<file path="src/rtl/pipeline_hazard_ctrl.sv">
// -----------------------------------------------------------------------------
// pipeline_hazard_ctrl
//   Central stall/flush sequencer for the 8-bit 5-stage pipeline.
//   - Tracks in-flight register writes in EX and MEM with a two-entry scoreboard
//     and stalls ID on read-after-write hazards.
//   - Flushes IF/ID and ID/EX for BR_FLUSH_CYCLES cycles after a taken branch.
//   - Freezes the whole pipe while data memory is busy, with a timeout that
//     raises a one-cycle mem_err pulse and releases the pipe.
//
// Ports
//   clk, rst                  clock, synchronous active-high reset
//   id_valid                  ID holds a real instruction
//   id_rs1, id_rs2            ID source register addresses
//   id_rs1_used, id_rs2_used  corresponding source is actually read
//   id_rd, id_reg_en          ID destination register and its write enable
//   ex_brx_taken              branch in EX resolved taken this cycle
//   mem_req, mem_ready        MEM stage access request / completion
//   pc_en, ifid_en            PC and IF/ID load enables
//   ifid_flush, idex_flush    IF/ID and ID/EX bubble insertion
//   exmem_en                  EX/MEM (and ID/EX) load enable
//   mem_err                   one-cycle memory timeout pulse
//   stall_cycles              saturating count of non-RUN cycles
//
// The control outputs are combinational from the registered state plus the
// current inputs, so a hazard, branch or memory wait is acted on in the same
// cycle it is first seen.
// -----------------------------------------------------------------------------
module pipeline_hazard_ctrl #(
  parameter int REG_AW          = 2,
  parameter int BR_FLUSH_CYCLES = 2,
  parameter int MEM_TIMEOUT     = 15
) (
  input  logic              clk,
  input  logic              rst,
  input  logic              id_valid,
  input  logic [REG_AW-1:0] id_rs1,
  input  logic [REG_AW-1:0] id_rs2,
  input  logic              id_rs1_used,
  input  logic              id_rs2_used,
  input  logic [REG_AW-1:0] id_rd,
  input  logic              id_reg_en,
  input  logic              ex_brx_taken,
  input  logic              mem_req,
  input  logic              mem_ready,
  output logic              pc_en,
  output logic              ifid_en,
  output logic              ifid_flush,
  output logic              idex_flush,
  output logic              exmem_en,
  output logic              mem_err,
  output logic [7:0]        stall_cycles
);

  typedef enum logic [1:0] {
    ST_RUN       = 2'd0,
    ST_HAZ_STALL = 2'd1,
    ST_BR_FLUSH  = 2'd2,
    ST_MEM_WAIT  = 2'd3
  } state_e;

  localparam logic [2:0] BR_RELOAD = 3'(BR_FLUSH_CYCLES - 1);
  localparam logic [7:0] MEM_LIMIT = 8'(MEM_TIMEOUT);

  state_e            state_q, state_d;
  logic [2:0]        br_cnt_q, br_cnt_d;
  logic [7:0]        mem_cnt_q, mem_cnt_d;
  logic [7:0]        stall_q, stall_d;
  logic              sb_ex_v_q, sb_ex_v_d;
  logic [REG_AW-1:0] sb_ex_rd_q, sb_ex_rd_d;
  logic              sb_mem_v_q, sb_mem_v_d;
  logic [REG_AW-1:0] sb_mem_rd_q, sb_mem_rd_d;

  logic hazard_s;
  logic mem_timeout_s;
  logic mem_block_s;
  logic br_active_s;
  logic run_decode_s;
  logic pc_en_s, ifid_en_s, ifid_flush_s, idex_flush_s, exmem_en_s, mem_err_s;

  // True when register r is the destination of a valid in-flight write.
  function automatic logic sb_match(
    input logic              ex_v,
    input logic [REG_AW-1:0] ex_rd,
    input logic              mem_v,
    input logic [REG_AW-1:0] mem_rd,
    input logic [REG_AW-1:0] r
  );
    return (ex_v && (ex_rd == r)) || (mem_v && (mem_rd == r));
  endfunction

  // Hazard, timeout and branch qualifiers shared by next-state and output decode.
  always_comb begin
    hazard_s = id_valid &&
               ((id_rs1_used && sb_match(sb_ex_v_q, sb_ex_rd_q, sb_mem_v_q, sb_mem_rd_q, id_rs1)) ||
                (id_rs2_used && sb_match(sb_ex_v_q, sb_ex_rd_q, sb_mem_v_q, sb_mem_rd_q, id_rs2)));
    mem_timeout_s = (state_q == ST_MEM_WAIT) && (mem_cnt_q == MEM_LIMIT);
    // Once the timeout hits, the access counts as complete and the pipe moves on.
    mem_block_s   = mem_req && !mem_ready && !mem_timeout_s;
    br_active_s   = ex_brx_taken || (state_q == ST_BR_FLUSH);
    mem_err_s     = mem_timeout_s && mem_req && !mem_ready;
  end

  // Output decode: reset > memory freeze > branch flush > hazard stall > run.
  always_comb begin
    pc_en_s      = 1'b1;
    ifid_en_s    = 1'b1;
    ifid_flush_s = 1'b0;
    idex_flush_s = 1'b0;
    exmem_en_s   = 1'b1;
    run_decode_s = 1'b1;
    if (rst) begin
      pc_en_s      = 1'b0;
      ifid_en_s    = 1'b0;
      ifid_flush_s = 1'b1;
      idex_flush_s = 1'b1;
      exmem_en_s   = 1'b0;
      run_decode_s = 1'b0;
    end else if (mem_block_s) begin
      pc_en_s      = 1'b0;
      ifid_en_s    = 1'b0;
      exmem_en_s   = 1'b0;
      run_decode_s = 1'b0;
    end else if (br_active_s) begin
      ifid_flush_s = 1'b1;
      idex_flush_s = 1'b1;
      run_decode_s = 1'b0;
    end else if (hazard_s) begin
      pc_en_s      = 1'b0;
      ifid_en_s    = 1'b0;
      idex_flush_s = 1'b1;
      run_decode_s = 1'b0;
    end else begin
      run_decode_s = 1'b1;
    end
  end

  // Next-state logic for the FSM and its branch/memory counters.
  always_comb begin
    state_d   = ST_RUN;
    br_cnt_d  = br_cnt_q;
    mem_cnt_d = 8'd0;
    if (mem_block_s) begin
      state_d   = ST_MEM_WAIT;
      mem_cnt_d = (state_q == ST_MEM_WAIT) ? (mem_cnt_q + 8'd1) : 8'd1;
    end else if (ex_brx_taken) begin
      // The detection cycle is the first flush cycle; BR_FLUSH covers the rest.
      br_cnt_d = BR_RELOAD;
      state_d  = (BR_RELOAD != 3'd0) ? ST_BR_FLUSH : ST_RUN;
    end else if (state_q == ST_BR_FLUSH) begin
      br_cnt_d = br_cnt_q - 3'd1;
      state_d  = (br_cnt_q > 3'd1) ? ST_BR_FLUSH : ST_RUN;
    end else if (hazard_s) begin
      state_d = ST_HAZ_STALL;
    end else begin
      state_d = ST_RUN;
    end
  end

  // Scoreboard shift and stall counter next values.
  always_comb begin
    sb_ex_v_d   = sb_ex_v_q;
    sb_ex_rd_d  = sb_ex_rd_q;
    sb_mem_v_d  = sb_mem_v_q;
    sb_mem_rd_d = sb_mem_rd_q;
    stall_d     = stall_q;
    if (exmem_en_s) begin
      sb_mem_v_d  = sb_ex_v_q;
      sb_mem_rd_d = sb_ex_rd_q;
      // A bubbled ID instruction never reaches EX, so it must not be tracked.
      sb_ex_v_d   = id_valid && id_reg_en && !idex_flush_s;
      sb_ex_rd_d  = id_rd;
    end else begin
      sb_ex_v_d   = sb_ex_v_q;
      sb_mem_v_d  = sb_mem_v_q;
    end
    if (((state_q != ST_RUN) || !run_decode_s) && (stall_q != 8'hFF)) begin
      stall_d = stall_q + 8'd1;
    end else begin
      stall_d = stall_q;
    end
  end

  // State, counter and scoreboard registers with synchronous reset.
  always_ff @(posedge clk) begin
    if (rst) begin
      state_q     <= ST_RUN;
      br_cnt_q    <= 3'd0;
      mem_cnt_q   <= 8'd0;
      stall_q     <= 8'd0;
      sb_ex_v_q   <= 1'b0;
      sb_ex_rd_q  <= '0;
      sb_mem_v_q  <= 1'b0;
      sb_mem_rd_q <= '0;
    end else begin
      state_q     <= state_d;
      br_cnt_q    <= br_cnt_d;
      mem_cnt_q   <= mem_cnt_d;
      stall_q     <= stall_d;
      sb_ex_v_q   <= sb_ex_v_d;
      sb_ex_rd_q  <= sb_ex_rd_d;
      sb_mem_v_q  <= sb_mem_v_d;
      sb_mem_rd_q <= sb_mem_rd_d;
    end
  end

  assign pc_en        = pc_en_s;
  assign ifid_en      = ifid_en_s;
  assign ifid_flush   = ifid_flush_s;
  assign idex_flush   = idex_flush_s;
  assign exmem_en     = exmem_en_s;
  assign mem_err      = mem_err_s && !rst;
  assign stall_cycles = rst ? 8'd0 : stall_q;

endmodule

</file>
<file path="config.mk">
export PLATFORM = sky130hd
export DESIGN_NAME = pipeline_hazard_ctrl
export DESIGN_NICKNAME = d
export VERILOG_FILES = /design/src/rtl/pipeline_hazard_ctrl.sv
export SDC_FILE = /design/constraint.sdc
export NUM_CORES = 1
export LEC_CHECK = 0
export CAP_MARGIN = 40
export CORE_ASPECT_RATIO = 0.7
export CORE_MARGIN = 2
export CORE_UTILIZATION = 45
export CTS_CLUSTER_DIAMETER = 40
export DETAILED_ROUTE_END_ITERATION = 10
export PLACE_DENSITY_LB_ADDON = 0.3
export SLEW_MARGIN = 20
export SYNTH_ARGS = -nofsm -noshare
export SYNTH_HDL_FRONTEND = slang
export SYNTH_SLANG_ARGS = --single-unit
</file>
<file path="constraint.sdc">
create_clock -name clk -period 2.6 [get_ports clk]
set_input_delay 0.52 -clock clk [delete_from_list [all_inputs] [get_ports clk]]
set_output_delay 0.52 -clock clk [all_outputs]
set_load 0.05 [all_outputs]
</file>
==> run_results.csv <==
group,metric,value,unit
status,outcome,"finished, final reports clean",
finish,stdcell_count,236,
finish,post-route-util,64.47,%
placed_design,dp_cells,231,
finish,layout-drive-gt1-share,21.72,%
placed_design,globalplace.congestion,0.7885,
logic_synthesis,synth_warnings,0,
sta,clock-skew-final,0.003592,ns
sta,fmax,398.1,MHz
placed_design,detailed_place_hpwl,2694,um
sta,min_period,2.512,ns
pwr,ir_drop,0.0003518,V
worst_setup_path,arrival,1.99,ns
logic_synthesis,ys_seq_elements,27,
sta,worst_pin_slew,0.4501,ns
detailed_routing,vias_per_cell,5.436,
pwr,powerDensity,428.0,nW/um^2
finish,antennaDiodeCount,0,
detailed_routing,via_count,1283,
finish,synthToLayoutAreaGrowth,36.42,%
die,die_y,52.27,um
detailed_routing,first_pass_iters,4,
die,die_width,72.96,um
worst_setup_path,end_kind,"output pin",
finish,nFillCells,247,
clock_network,holdBufCountCts,0,
global_routing,antenna_found_initial,0,
placed_design,post-place-ws,-0.06422,ns
sta,report.final.slew_viol_count,0,
detailed_routing,ant_nets,0,
sta,report.final.setup_viol,0,
global_routing,grt.overflow.total,0,
finish,nets,218,
clock_network,cts_buffers,3,
logic_synthesis,yosysTopAreaCell,"dfxtp_1",
pwr,p_leak,0.0007887,uW
sta,rsz0062_at_grt,"yes",
detailed_routing,drt_iter0_drc,46,
worst_setup_path,worstPathRequired,2.08,ns
die,core_area,3169,sq um
clock_network,clock_latency,0.27,ns
logic_synthesis,syn_inst,163,
sta,finalCritPeriodShare,96.61,%
logic_synthesis,synth_nets,182,
clock_network,clockBufferDepth,2,
clock_network,clk_pin_slew,0.08,ns
die,rows,17,
global_routing,grt_pass1_wl,5720,um
sta,slew-limit-headroom,69.86,%
worst_setup_path,critPathKind,"input pin to output pin",
logic_synthesis,synth_edf_count,0,
logic_synthesis,syn_avg_cell_area,9.188,sq um
die,io_pins,29,
die,dieArea,3813,sq um
logic_synthesis,ys_async_sr_fraction,0,%
sta,hold_viol,0,
logic_synthesis,synthTopCellsByArea,"dfxtp_1, nor2_1, mux2_1",
logic_synthesis,syn-cell-area,1498,sq um
logic_synthesis,synth_ff_type,"dfxtp_1",
die,start_util,47.26,%
detailed_routing,wl_per_cell,14.44,um
sta,fin_ws,0.08811,ns
logic_synthesis,seq_area_frac_synth,36.09,%
global_routing,grtUsageTotal,19.56,%
detailed_routing,drc_errors,0,
clock_network,htree_levels,1,
clock_network,root_buffer,"clkbuf_8",
worst_setup_path,worst-path-max-fanout,6,
worst_setup_path,startpoint_type,"input pin",
clock_network,tritoncts,"done",
clock_network,numClockSinks,27,
detailed_routing,wl,3408,um
logic_synthesis,yosysTopAreaCellShare,36.09,%
placed_design,io_buffers,28,
global_routing,grt_max_degree,27,
global_routing,grt_pass1_vias,1347,
job,drv_cap,0,
worst_hold_path,hp-class,"register to register",
logic_synthesis,synthDistinctLibCells,41,
-- logic make-up (layout without fill, tap and decap cells) --
family	count (synthesis)	after routing	share of synthesized area, %
AO/OA/AOI/OAI	31	31	15.62
XOR/XNOR	14	14	8.187
adder cells (fa/ha/maj)	4	4	3.342
buffers and inverters	7	42	3.007
flip-flops	27	27	36.09
multiplexers	8	8	6.015
AND/OR/NAND/NOR	72	72	27.74
-- state kept, by name, indices dropped and copies added (netlist names) --
name,count
sb_ex_rd_q,2
sb_mem_rd_q,2
stall_q,8
mem_cnt_q,8
sb_mem_v_q,1
state_q,2
sb_ex_v_q,1
br_cnt_q,3
-- metrics by stage --
step                        TNS, ns  hold slack, ns  total power, uW  cell area [sq um]
after global routing       -0.02621          0.5418            917.4               2043
after floorplan                   0          0.4469            564.7               1498
after global placement    -0.007911          0.4581            644.1               1989
final                             0          0.5068            874.4               2043
after CTS                         0          0.5073            881.1               2037
after detailed placement    -0.1842          0.4933            652.2               1989
-- worst max-delay path, cell delays in order --
cell             delay [ns]
clkdlybuf4s50_1        0.40
nand2b_2               0.23
a31oi_4                0.23
nor2_1                 0.12
or2_2                  0.32
buf_12                 0.15
-- metal layers --
metal / GRT usage, % / routed length (um) / vias up
met5: 0 / 0 / -
met2: 32.42 / 1595 / 39
met3: 5.192 / 163 / 4
met4: 8.333 / 48 / 0
li1: - / - / 644
met1: 24.09 / 1601 / 596
-- power by group --
group | total (uW) | internal, uW | switching, uW | leakage [uW]
Sequential | 447 | 430 | 17.1 | 0.000220
Clock | 233 | 110 | 124 | 0.0000228
Combinational | 195 | 96.6 | 98.0 | 0.000546
-- cell usage after synthesis (2+ instances only) --
library cell and number:
a21oi_1 11, a22o_2 5, and3_1 2, buf_6 2, dfxtp_1 27, ha_1 4, inv_1 3, mux2_1 8
nand2_1 8, nand3_1 8, nand4_1 7, nor2_1 26, nor2b_1 8, o21a_1 2, o21ai_0 3, o21ai_1 2
xnor2_1 8, xor2_1 6
-- cell type report --
class | instances | area [sq um] | share of cell area [%]
multi-input cells | 129 | 918.4 | 44.95
flip-flops and latches | 27 | 540.5 | 26.45
repair buffers | 35 | 480.5 | 23.52
well taps | 38 | 47.55 | 2.327
clock buffers | 4 | 45.04 | 2.205
inverters | 3 | 11.26 | 0.5511
-- layout by cell type, fill, tap and decap left out, types with 3 or more instances in the layout --
| cell type | netlist | final |
|---|---|---|
| buf_12 | 0 | 15 |
| inv_1 | 3 | 3 |
| nor2b_1 | 8 | 8 |
| dlygate4sd2_1 | 0 | 4 |
| clkdlybuf4s50_1 | 0 | 10 |
| o21ai_0 | 3 | 3 |
| dfxtp_1 | 27 | 27 |
| a22o_2 | 5 | 5 |
| mux2_1 | 8 | 8 |
| ha_1 | 4 | 4 |
| a21oi_1 | 11 | 11 |
| xnor2_1 | 8 | 8 |
| nand2_1 | 8 | 8 |
| nand4_1 | 7 | 7 |
| buf_4 | 1 | 6 |
| xor2_1 | 6 | 6 |
| nor2_1 | 26 | 26 |
| nand3_1 | 8 | 8 |
| clkbuf_8 | 0 | 3 |
-- final timing paths --
path,start,slack [ns],cells past startpoint,to
setup / recovery,mem_ready,0.09,6,ifid_flush
setup reg to reg,mem_cnt_q[0],0.21,8,stall_q[4]
hold / removal,br_cnt_q[2],0.51,2,br_cnt_q[2]
hold reg to reg,br_cnt_q[2],0.51,2,br_cnt_q[2]
-- timing repair --
item	CTS	global route
gates resized for setup	4	2
pin swaps	2	2
endpoints found under the setup margin	1	3
setup buffers	1	0
No activity file was read; power rests on OpenSTA's default activity.
==> patch 1, RTL diff (same settings) <==
Put a register stage on the output `mem_err`. The value now appears one clock later. The other outputs are not delayed to match. Comments in the files are not updated.
--- a/src/rtl/pipeline_hazard_ctrl.sv
+++ b/src/rtl/pipeline_hazard_ctrl.sv
@@ -210,3 +210,5 @@
   assign exmem_en     = exmem_en_s;
-  assign mem_err      = mem_err_s && !rst;
+  always_ff @(posedge clk) begin
+    mem_err <= mem_err_s && !rst;
+  end
   assign stall_cycles = rst ? 8'd0 : stall_q;
Formal check against the unedited RTL: same outputs for any inputs over 10 cycles, from zero or initial values and one cycle with rst high; that may be too few to reach the edited logic, so the function may still have changed.
==> patch 1 against the unedited design <==
  * Global-route usage down 1.7 points
  * Count of clock-buffer cells in the layout unchanged
  * Wire length down 3.5%
  * Final area up 0.24%
  * Register-to-register slack better by 0.16 ns
  * Utilization down 0.27 points
  * Non-clock buffer count down 2
  * Power up 5.6%
  * Critical endpoint unchanged
  * Sequential cell count up 1
  * Clock skew up 0.0036 ns
  * Worst setup slack worse by 0.028 ns
  * Synthesized area up 1.3%
  * Hold slack worse by 0.016 ns
==> patch 1: results (changes against the unedited design) <==
.. list-table::
   :header-rows: 1

   * - Metric
     - Value
   * - Status
     - finished clean (unchanged)
   * - Largest registers in the final layout
     - mem_cnt_q (8), stall_q (8), br_cnt_q (3) (unchanged)
   * - Largest net degree at the start of global routing
     - 27 (unchanged)
   * - Largest driver fanout on the critical path
     - 6 (unchanged)
   * - Summed area of non-filler cells in the final layout
     - 2050 um^2 (was 2040 um^2)
   * - Number of CTS-inserted buffers
     - 3 (unchanged)
   * - Count of unique library cells instantiated by Yosys
     - 41 (unchanged)
   * - Yosys warning count
     - 0 (unchanged)
   * - Average wire per cell in the routed design
     - 14.0 um (was 14.4 um)
   * - 1st-iter DRT viols
     - 46 (unchanged)
   * - Count of TritonRoute iterations in the first routing pass
     - 4 (unchanged)
   * - Number of buffer cells added on primary ports
     - 28 (unchanged)
   * - Synth Net Count
     - 183 (was 182)
   * - Root buf cell
     - clkbuf_8 (unchanged)
   * - Layout cell share with drive strength beyond 1
     - 20.8% (was 21.7%)
   * - FFs w/ async S/R, synth
     - 0% (unchanged)
   * - First-pass GRT wire length
     - 5310 um (was 5720 um)
   * - # H-tree levels
     - 1 (unchanged)
   * - Worst-case clock buffer depth
     - 2 (unchanged)
   * - Post-synthesis instance total
     - 164 (was 163)
   * - Slew at the pin closest to its max-slew limit
     - 0.496 ns (was 0.450 ns)
   * - Cell types with the highest counts after synthesis
     - dfxtp_1 (28), nor2_1 (26), a21oi_1 (11) (was dfxtp_1 (27), nor2_1 (26), a21oi_1 (11))
   * - Skew-Pair Late Insertion Delay
     - 0.28 ns
   * - Via-to-Cell Ratio
     - 5.46 (was 5.44)
   * - Sequential-to-total area share from yosys stat
     - 36.9% (was 36.1%)
   * - Worst slack, placed
     - -0.0490 ns (was -0.0642 ns)
   * - Number of global-route vias before repair
     - 1273 (was 1347)
   * - Detailed placement HPWL
     - 2520 um (was 2690 um)
   * - Filler cell count in the final layout
     - 259 (was 247)
   * - Detailed-route wire length
     - 3290 um (was 3410 um)
   * - Final estimated routing congestion in global placement
     - 0.777 (was 0.789)
   * - IR Drop Worst-Case VDD
     - 328 uV (was 352 uV)
   * - Post-Place Cells
     - 231 (unchanged)
   * - Signal arrival time at the worst endpoint
     - 2.02 ns (was 1.99 ns)
   * - Global-route total usage across every layer
     - 17.9% (was 19.6%)
   * - Skew final
     - 0.00721 ns (was 0.00359 ns)
   * - Final net count
     - 217 (was 218)
   * - Static Leakage
     - 0.788 nW (was 0.789 nW)
   * - Leading post-synthesis cells by cell area
     - dfxtp_1 (37%), nor2_1 (6.4%), mux2_1 (5.9%) (was dfxtp_1 (36%), nor2_1 (6.5%), mux2_1 (6.0%))
   * - Diode insertion count for antenna repair
     - 0 (unchanged)
   * - Number of antenna violations at the first check in global routing
     - 0 (unchanged)
   * - Worst min-delay path class
     - reg -> reg (unchanged)
   * - Clock transition at the registers of the reported paths
     - roughly 0.09 ns
[patch 1: cell count changes in the layout (fill, tap and decap cells not counted), sizes merged]
cell	delta
clkdlybuf4s50	+1
buf	-3
dfxtp	+1
[patch 1: repair_timing]
| item | CTS | global route |
|---|---|---|
| gates resized for setup | 5 | 1 |
| buffers inserted | 0 | 0 |
| pin swaps | 2 | 0 |
| endpoints found under the setup margin | 3 | 1 |
[patch 1: cell families (layout without fill, tap and decap cells)]
kind of cell             count (synthesis)  after routing  share of synthesized area (%)
AO/OA/AOI/OAI                           31             31                           15.4
XOR/XNOR                                14             14                           8.08
adder cells (fa/ha/maj)                  4              4                           3.30
buffers and inverters                    7             40                           2.97
flip-flops                              28             28                           36.9
multiplexers                             8              8                           5.94
AND/OR/NAND/NOR                         72             72                           27.4
[patch 1: worst max-delay path, cell delays in order]
cell and delay [ns]:
clkdlybuf4s50_1 0.39, nand2b_2 0.22, a31oi_4 0.31, nor2_2 0.10
or2_2 0.32, buf_12 0.16
[patch 1: final cells by class]
cell class,count,area share (%)
inverter,3,0.550
tap,38,2.32
timing repair buffer,33,22.2
sequential,28,27.4
clock buffer,4,2.69
multi-input combinational,129,44.8
[patch 1: routing by layer]
metal	GRT usage [%]	share of wire, %	vias to the layer above
met5	0	0	-
met2	29.7	45	30
li1	-	-	643
met1	22.6	49	606
met4	5.76	0.76	0
met3	4.81	4.9	4
[patch 1: path summary, 6_finish.rpt]
path / startpoint / endpoint / slack [ns] / depth (start not counted)
max: mem_ready / ifid_flush / 0.06 / 6
min: br_cnt_q[2] / br_cnt_q[2] / 0.49 / 2
max reg2reg: mem_cnt_q[0] / stall_q[3] / 0.37 / 7
min reg2reg: br_cnt_q[2] / br_cnt_q[2] / 0.49 / 2
[patch 1: power by group]
| part | internal (mW) | switching (mW) | leakage, nW |
|---|---|---|---|
| sequential | 0.445 | 0.0171 | 0.228 |
| clock | 0.136 | 0.133 | 0.0288 |
| combinational | 0.0953 | 0.0975 | 0.531 |
| total | 0.676 | 0.248 | 0.788 |
==> patch 2, RTL diff (same flow settings) <==
Made on the original files. `REG_AW`: 2 -> 3.
--- a/src/rtl/pipeline_hazard_ctrl.sv
+++ b/src/rtl/pipeline_hazard_ctrl.sv
@@ -28,3 +28,3 @@
 module pipeline_hazard_ctrl #(
-  parameter int REG_AW          = 2,
+  parameter int REG_AW          = 3,
   parameter int BR_FLUSH_CYCLES = 2,
Interface: changed (resized id_rd, id_rs1 and id_rs2); port bits go from 29 to 32. The function was not compared with the original's and may differ.
==> patch 2 against the unedited design <==
  * Wire length up 2.5%
  * Synthesized area increased by 4.0%
  * Combinational power grew 9%
  * Sequential cell count grew 2
  * Largest cell class unchanged
  * Final area grew 9.1%
  * Largest power group unchanged
  * Count of clock-buffer cells in the layout is 2 higher
  * Register-to-register slack better by 0.10 ns
  * Worst setup slack got worse by 0.035 ns
  * Power grew 20%
==> patch 2: results (changes against the unedited design) <==
.. list-table::
   :header-rows: 1

   * - Metric
     - Value
   * - Status
     - finished clean (unchanged)
   * - Cell Area, Placed
     - 2100 um^2 (was 1990 um^2)
   * - Skew final
     - 0.00875 ns (was 0.00359 ns)
   * - Final net count
     - 254 (was 218)
   * - Critical path endpoint
     - ifid_en (was ifid_flush)
   * - Met2 Wirelength
     - 1540 um (was 1600 um)
   * - Number of global-route vias before repair
     - 1299 (was 1347)
   * - Worst path top cell family by delay
     - buffers and inverters (was simple AND/OR/NAND/NOR gates)
   * - Static Leakage
     - 0.853 nW (was 0.789 nW)
   * - Signal arrival time at the worst endpoint
     - 2.03 ns (was 1.99 ns)
   * - Launch instance of the worst min-delay path
     - sb_mem_v_q (was br_cnt_q[2])
   * - Slew at the pin closest to its max-slew limit
     - 0.397 ns (was 0.450 ns)
   * - Finished Layout Cells
     - 280 (was 236)
   * - Filler cell count in the final layout
     - 253 (was 247)
   * - First-pass GRT wire length
     - 5680 um (was 5720 um)
   * - Crit Reg-Reg Endpoint
     - stall_q[5] (was stall_q[4])
   * - Met1 Use GR
     - 26.0% (was 24.1%)
   * - Largest registers in the final layout
     - mem_cnt_q (8), stall_q (8) (was mem_cnt_q (8), stall_q (8), br_cnt_q (3))
   * - Final Hold Slack
     - 0.489 ns (was 0.507 ns)
   * - Post-Place Cells
     - 270 (was 231)
   * - Average wire per cell in the routed design
     - 12.5 um (was 14.4 um)
   * - Final period demand of the worst path
     - 2.55 ns (was 2.51 ns)
   * - Minimum setup slack among reg-to-reg paths
     - 0.31 ns (was 0.21 ns)
   * - Met2 Resource Use GR
     - 28.7% (was 32.4%)
   * - Worst hold path endpoint
     - sb_mem_v_q (was br_cnt_q[2])
   * - Adder-cell share of the synthesized area
     - 3.21% (was 3.34%)
   * - Post-synthesis compound-gate area fraction
     - 12.2% (was 15.6%)
   * - Delay of the slowest cell on the worst path
     - 0.38 ns (was 0.40 ns)
   * - Multiplexer fraction of the synthesized cell area
     - 4.34% (was 6.02%)
   * - Count of unique library cells instantiated by Yosys
     - 35 (was 41)
   * - Parity-gate share of the synthesized area counting xor and xnor cells
     - 10.1% (was 8.19%)
   * - Number of CTS-inserted buffers
     - 5 (was 3)
   * - Global-route total usage across every layer
     - 19.2% (was 19.6%)
   * - Final estimated routing congestion in global placement
     - 0.820 (was 0.789)
   * - Synth Area per Inst
     - 8.20 um^2 (was 9.19 um^2)
   * - Layout cell share with drive strength beyond 1
     - 19.3% (was 21.7%)
   * - Detailed placement HPWL
     - 2640 um (was 2690 um)
   * - Amount of wire on met3 after detailed routing
     - 98 um (was 163 um)
==> patch 2: cell types whose count changed after synthesis, moves of 3 or more <==
cell,change
mux2_1,-3
a21oi_1,+5
xor2_1,-3
inv_1,+3
nand2_1,+15
xnor2_1,+7
nor3_1,+3
clkbuf_1,+5
nor2_1,+3
a22o_2,-5
o21ai_0,+4
==> patch 2: report_power, final <==
| part | switching [mW] | internal, mW |
|---|---|---|
| sequential | 0.0217 | 0.462 |
| clock | 0.169 | 0.185 |
| combinational | 0.104 | 0.108 |
| total | 0.295 | 0.755 |
==> patch 2: layout make-up <==
class | instances | area, um^2 | area share (%)
Multi-Input combinational cell | 147 | 937 | 42.0
Clock buffer | 6 | 72.6 | 3.25
Timing Repair Buffer | 43 | 548 | 24.6
Tap cell | 47 | 58.8 | 2.64
Sequential cell | 29 | 581 | 26.0
Inverter | 6 | 22.5 | 1.01
Clock inverter | 2 | 10.0 | 0.449
